==> config.mk <==
export PLATFORM = sky130hd
export DESIGN_NAME = sram_sync
export DESIGN_NICKNAME = d
export VERILOG_FILES = /design/src/rtl/sram_sync.sv
export SDC_FILE = /design/constraint.sdc
export NUM_CORES = 2
export LEC_CHECK = 0
export BUFFER_PORTS_ARGS = -buffer_cell sky130_fd_sc_hd__buf_2
export CORE_MARGIN = 8
export CORE_UTILIZATION = 45
export CTS_CLUSTER_SIZE = 30
export DETAILED_ROUTE_END_ITERATION = 16
export PLACE_DENSITY_LB_ADDON = 0.3
export SYNTH_ARGS = -nofsm -noshare
export SYNTH_HDL_FRONTEND = slang
export SYNTH_SLANG_ARGS = --single-unit
==> constraint.sdc <==
create_clock -name clk -period 8 [get_ports clk]
set_input_delay 1.6 -clock clk [delete_from_list [all_inputs] [get_ports clk]]
set_output_delay 1.6 -clock clk [all_outputs]
set_load 0.005 [all_outputs]
==> src/rtl/sram_sync.sv <==
// sram_sync: clocked single-port SRAM, valid/ready requests, zero-fill.
// Optional per-word even parity storage when SRAM_PARITY_EN is defined.
module sram_sync #(
  parameter int DATA_W = 8,
  parameter int ADDR_W = 8
) (
  input  logic              clk,
  input  logic              rst_n,
  input  logic              clr,
  input  logic              cs,
  input  logic              req_valid,
  output logic              req_ready,
  input  logic              wr,
  input  logic [ADDR_W-1:0] addr,
  input  logic [DATA_W-1:0] din,
  output logic              rsp_valid,
  output logic [DATA_W-1:0] dout,
  output logic              init_done,
  output logic              par_err
);

  localparam int DEPTH = 1 << ADDR_W;
`ifdef SRAM_PARITY_EN
  localparam int MEM_W = DATA_W + 1;
`else
  localparam int MEM_W = DATA_W;
`endif

  typedef enum logic {
    INIT,
    IDLE
  } state_t;

  state_t            state;
  state_t            state_nxt;
  logic [ADDR_W-1:0] ptr;
  logic [ADDR_W-1:0] ptr_nxt;
  logic [MEM_W-1:0]  mem [DEPTH];
  logic              acc;
  logic              rd_acc;
  logic              fill_last;
  logic              we;
  logic [ADDR_W-1:0] wa;
  logic [MEM_W-1:0]  wd;

  assign fill_last = (ptr == ADDR_W'(DEPTH - 1));
  assign req_ready = (state == IDLE) & ~clr;
  assign acc       = req_valid & req_ready & cs;
  assign rd_acc    = acc & ~wr;
  assign init_done = (state == IDLE);

  always_ff @(posedge clk or negedge rst_n) begin
    if (!rst_n) begin
      state <= INIT;
      ptr   <= '0;
    end else begin
      state <= state_nxt;
      ptr   <= ptr_nxt;
    end
  end

  always_comb begin
    state_nxt = state;
    ptr_nxt   = ptr;
    unique case (1'b1)
      clr: begin
        state_nxt = INIT;
        ptr_nxt   = '0;
      end
      (~clr & (state == INIT)): begin
        ptr_nxt = ptr + 1'b1;
        if (fill_last) state_nxt = IDLE;
      end
      (~clr & (state == IDLE)): begin
        ptr_nxt = ptr;
      end
    endcase
  end

  // Fill and request writes share the single write port; INIT excludes acc.
  always_comb begin
    we = 1'b0;
    wa = addr;
    wd = '0;
    unique case (1'b1)
      (state == INIT): begin
        we = 1'b1;
        wa = ptr;
      end
      (acc & wr): begin
        we = 1'b1;
`ifdef SRAM_PARITY_EN
        wd = {^din, din};
`else
        wd = din;
`endif
      end
      default: ;
    endcase
  end

  always_ff @(posedge clk) begin
    if (we) mem[wa] <= wd;
  end

  always_ff @(posedge clk or negedge rst_n) begin
    if (!rst_n) begin
      rsp_valid <= 1'b0;
      dout      <= '0;
    end else begin
      rsp_valid <= rd_acc;
      if (rd_acc) dout <= mem[addr][DATA_W-1:0];
    end
  end

`ifdef SRAM_PARITY_EN
  always_ff @(posedge clk or negedge rst_n) begin
    if (!rst_n) begin
      par_err <= 1'b0;
    end else if (rd_acc) begin
      par_err <= ^mem[addr];
    end
  end
`else
  assign par_err = 1'b0;
`endif

endmodule

## Yosys cells after proc, flatten, opt, wreduce, memory -nomap -nowiden

Memories as Yosys holds them, arrays and structs flattened. A register that Yosys moved wholly into a read port is not among the register bits.
Index checks and enable logic that the tools add are counted.

- Bits in registers: 10
- Bits in latches: 0
- Memory bits (writable): 2048
- Bits in read-only memories: 0
- Input bits: 22
- Output and inout port bits: 12
- Memories kept: 1

Memory list:

| name | depth | width | read ports | clocked after Yosys merged registers in | write ports | line | text |
|---|---|---|---|---|---|---|---|
| mem | 256 | 8 | 1 | 1 | 1 | 38 | `logic [MEM_W-1:0] mem [DEPTH];` |

- Add/subtract/negate cells: 1
- Multiply operators: 0
- Div/mod/pow operators: 0
- Order comparisons: 0
- Equality and inequality tests: 2
- Shifts and indexed selects: 0
- Muxes and demuxes: 8
- Bitwise operators: 9
- Reduce and logical (&&, ||, !) cells: 4

Operators with widths:

| kind | count |
|---|---|
| 8-bit 2-to-1 mux | 2 |
| 8-bit case mux with 2 select lines | 1 |
| 8-bit by 1-bit adder with 8-bit output (second input constant) | 1 |
| 8-bit equality test (second input constant) | 1 |
| 1-bit bitwise AND | 6 |
| 1-bit 2-to-1 mux | 4 |
| 1-bit NOT | 3 |
| 2-bit inequality test (second input constant) | 1 |
| 1-bit case mux with 2 select lines | 1 |
| 2-bit AND reduction | 1 |
| 2-bit nonzero test | 1 |
| 2-bit OR reduction | 1 |
| 1-bit logical NOT | 1 |

## Longest topological paths before layout

- Word-level depth: 9
- Depth in mapped cells: 12
- Mapped depth without buffers: 8

## Worst setup path before layout

OpenSTA, ideal clock, no wires.

- Path kind: input port to flip-flop
- From: input port clr
- To: memory mem[0][0] (netlist name), data pin
- Library setup time: 0.868 ns
- Arrival time: 5.342 ns
- Slack: 1.790 ns
- Stages on the path: 3
- Buffers on the path: 0
- Path through: nand4b_1 > nor2_1 > and2_1

- Cells in the longest elaborated chain, start to end: 6

RTL lines:

| what | line | text |
|---|---|---|
| from (decl) | 9 | `input logic clr,` |
| 1-bit NOT | 47 | `assign req_ready = (state == IDLE) & ~clr;` |
| 1-bit bitwise AND | 47 |  |
| 1-bit bitwise AND (2 in series) | 48 | `assign acc = req_valid & req_ready & cs;` |
| 1-bit bitwise AND | 90 | `(acc & wr): begin` |
| 8-bit 2-to-1 mux | 85 | `unique case (1'b1)` |
| via wd[0] | 44 | `logic [MEM_W-1:0] wd;` |
| to (decl) | 38 |  |

The timed path passes the listed nets, and every way through them passes these cells.

## Worst setup path in the final report

- From: input port addr[2]
- To: memory mem[218][2] (netlist name) (enable)

- Cells in the longest elaborated chain, start to end: 1

RTL lines:

| what | line | text |
|---|---|---|
| from (decl) | 14 | `input logic [ADDR_W-1:0] addr,` |
| 8-bit 2-to-1 mux | 85 |  |

Every way passes these cells.

==> flow_metrics.py <==
metrics = {
    "run_status": {
        "status": "complete, no violations",
    },
    "final_layout": {
        "design_area_sq_mm": 0.0906,
        "syn2layout_area_growth_pct": 10.9,
        "fin_cells": 6794,
        "drive_above_1_share_pct": 18.2,
        "nets": 4270,
        "final_util_pct": 50.2,
    },
    "logic_synthesis": {
        "yosysTopAreaCell": "edfxtp_1",
        "syn_inst": 4156,
        "syn_nets": 4179,
        "ys_warn_count": 0,
        "ys_seq_elements": 2066,
        "syn_avg_cell_area_sq_um": 19.7,
        "netlist-cell-type-count": 75,
        "ys_seq_area_share_pct": 75.8,
        "synth.area.top_cells": "edfxtp_1 (75%), mux4_2 (8.4%), mux2i_1 (5.0%)",
        "async_flop_share_pct": 0.871,
        "synth-edff-count": 2048,
        "synth_top_area_share_pct": 75.3,
        "synth_flop_cell": "edfxtp_1",
        "synthesis.area_sq_mm": 0.0817,
    },
    "worst_setup_path": {
        "critPathArrivalTime_ns": 5.31,
        "path_depth": 6,
        "cpPeakStageDelay_ns": 0.94,
        "critPathBufInv": 2,
        "path_delay_family": "simple AND/OR/NAND/NOR gates",
        "r2r_cells": 9,
        "worstPathCellList": "buf_4 > clkinv_2 > a32oi_1 > or2_2 > nand2b_2 > nor2_1",
        "cp-end-kind": "register",
        "cp_slowest_cell": "a32oi_1",
        "critPathLaunchType": "input port",
        "worstPathMaxFanout": 38,
        "crit_required_ns": 8.48,
        "crit_type": "input port to register",
    },
    "clock_network": {
        "cts_tree": "done",
        "ctsLongestPathBuffers": 3,
        "clock_sinks": 2066,
        "root_buffer": "clkbuf_16",
        "clkTransAtPathRegs_ns": 0.07,
        "cts_buffers": 205,
        "holdBufCountCts": 0,
        "clock_latency_ns": 0.85,
        "cts-resized-gates": 0,
        "h-tree-depth": 4,
        "postCtsSetupBuffers": 0,
    },
    "timing": {
        "period_needed_ns": 4.84,
        "relSlewSlack_pct": 4.09,
        "setup_ws_ns": 3.16,
        "skew_ns": 0.0581,
        "hold_violations": 0,
        "drv_slew": 0,
        "period_share_pct": 60.5,
        "setup_viol": 0,
        "setup_tns_ns": 0,
        "fmax_mhz": 207,
        "whs_ns": 0.648,
        "tightest_slew_ns": 1.44,
        "rsz0062_at_grt": "no",
    },
    "route": {
        "first_pass_iters": 6,
        "postRouteAntennaNets": 0,
        "dr.first_iter.drc_count": 5712,
        "vias_per_cell": 6.18,
        "wl_per_cell_um": 32.1,
        "wirelength_um": 218000,
        "vias": 42000,
        "post-route-drc-count": 0,
    },
    "hold_path": {
        "hp-class": "register to register",
        "hold_depth": 2,
    },
    "placed_design": {
        "gp_congestion": 0.899,
        "placed_cell_area_sq_mm": 0.0839,
        "dp_hpwl_um": 136000,
        "dp_slack_ns": 2.34,
        "port-buffer-count": 32,
        "post-place-cells": 6410,
    },
    "floorplanning": {
        "die_h_um": 442,
        "die_area_sq_mm": 0.195,
        "ios": 34,
        "fp-row-count": 156,
        "core_sq_mm": 0.181,
        "initial_core_util_pct": 45.2,
        "fp.dieW_um": 442,
    },
    "flow_run": {
        "cap_viol_max_count": 0,
    },
    "pwr": {
        "ir_worst_vdd_mv": 0.243,
        "p_leak_nw": 33.4,
        "p_switching_mw": 4.58,
        "comb_power_share_pct": 3.2,
        "powerDensity_mw_per_mm2": 243,
        "finalPower_mw": 22.0,
        "internal-power_mw": 17.4,
        "clkPwrFrac_pct": 43.4,
        "sw_frac_of_total_pct": 20.8,
        "pwr-share-seq_pct": 53.4,
    },
    "grt": {
        "antenna_found_initial": 7,
        "overflow": 0,
        "gr-usage-all-layers_pct": 21.7,
        "grt_pass1_vias": 41500,
        "grt_max_degree": 193,
        "grt_pass1_wl_um": 310000,
    },
}
[cell families (layout without fill, tap and decap cells)]
| group | after synthesis | in the layout | synth area share (%) |
|---|---|---|---|
| other cells | 1 | 4 | 0.00459 |
| xor+xnor | 7 | 7 | 0.0751 |
| buf+inv | 263 | 528 | 2.61 |
| flops | 2066 | 2066 | 75.8 |
| compound gates | 513 | 513 | 4.50 |
| fa+ha+maj | 1 | 1 | 0.0153 |
| simple gates | 572 | 572 | 3.02 |
| mux | 733 | 733 | 13.9 |
[state kept, by name, indices dropped and copies added (netlist names)]
signal     flops
dout           8
init_done      1
rsp_valid      1
mem         2048
ptr            8
[synth_stat cells (51+ instances only)]
| master | count |
|---|---|
| edfxtp_1 | 2048 |
| mux2i_1 | 408 |
| nor2_1 | 308 |
| mux4_2 | 304 |
| nand2_1 | 107 |
| o22ai_1 | 102 |
| clkbuf_1 | 71 |
| a21oi_1 | 63 |
| a211oi_1 | 60 |
| buf_6 | 60 |
| o21ai_0 | 59 |
| o221ai_1 | 59 |
| buf_2 | 51 |
[power groups by stage]
stage	Clock (mW)	Combinational [mW]	Sequential, mW
floorplan	0	0.475	12.0
global placement	0	0.688	12.0
detailed placement	0	0.690	12.0
CTS	9.65	0.691	11.7
global route	10.0	0.716	11.7
finish	9.54	0.696	11.7
[final cells by class]
class	count	area (sq um)
sequential	2066	61900
multi-input combinational	1827	17700
clock buffer	261	5460
antenna	3	7.51
tap	2370	2970
inverter	9	37.5
fill	14200	90000
clock inverter	120	1250
timing repair buffer	138	1200
[cell usage in the layout (no fill, tap or decap), types with 8 or more instances in the layout]
cell type	count
edfxtp_1	2048
mux2i_1	408
nor2_1	305
mux4_2	304
clkbuf_16	208
o22ai_1	102
nand2_1	101
buf_4	90
a21oi_1	63
a211oi_1	60
o21ai_0	59
o221ai_1	59
clkbuf_1	47
a221oi_1	46
nor3_1	43
clkinv_2	43
clkinv_1	38
nand3_1	31
buf_2	28
a22oi_1	23
bufinv_16	19
dfrtp_1	18
buf_12	17
mux4_1	14
a2111oi_0	12
a31oi_1	11
o21ai_1	9
and2_1	9
a22o_1	9
and2_4	8
nor4_1	8
[metal layers]
metal	global-route usage, %	share of wire (%)	vias up
met3	4.71	8.7	424
li1	-	-	17300
met2	34.1	47	2148
met1	29.7	40	22100
met5	0	0.0060	-
met4	8.92	4.5	2
[tightest hold or removal path: stages (launching register included)]
cell     delay [ns]
dfrtp_1        0.45
nand2_1        0.09
nand3_1        0.08
[path summary, 6_finish.rpt]
kind | start | end | slack (ns)
setup / recovery | addr[2] | mem[218][2]$_DFFE_PP_ | 3.16
hold / removal | dout[7]$_DFFE_PN0P_ | dout[7]$_DFFE_PN0P_ | 0.65
setup reg to reg | init_done$_DFFE_PN0P_ | dout[5]$_DFFE_PN0P_ | 4.16
hold reg to reg | dout[7]$_DFFE_PN0P_ | dout[7]$_DFFE_PN0P_ | 0.65
max in group asynchronous | rst_n | dout[6]$_DFFE_PN0P_ | 6.78
min in group asynchronous | rst_n | rsp_valid$_DFF_PN0_ | 0.77
(Power assumes the default switching activity.)
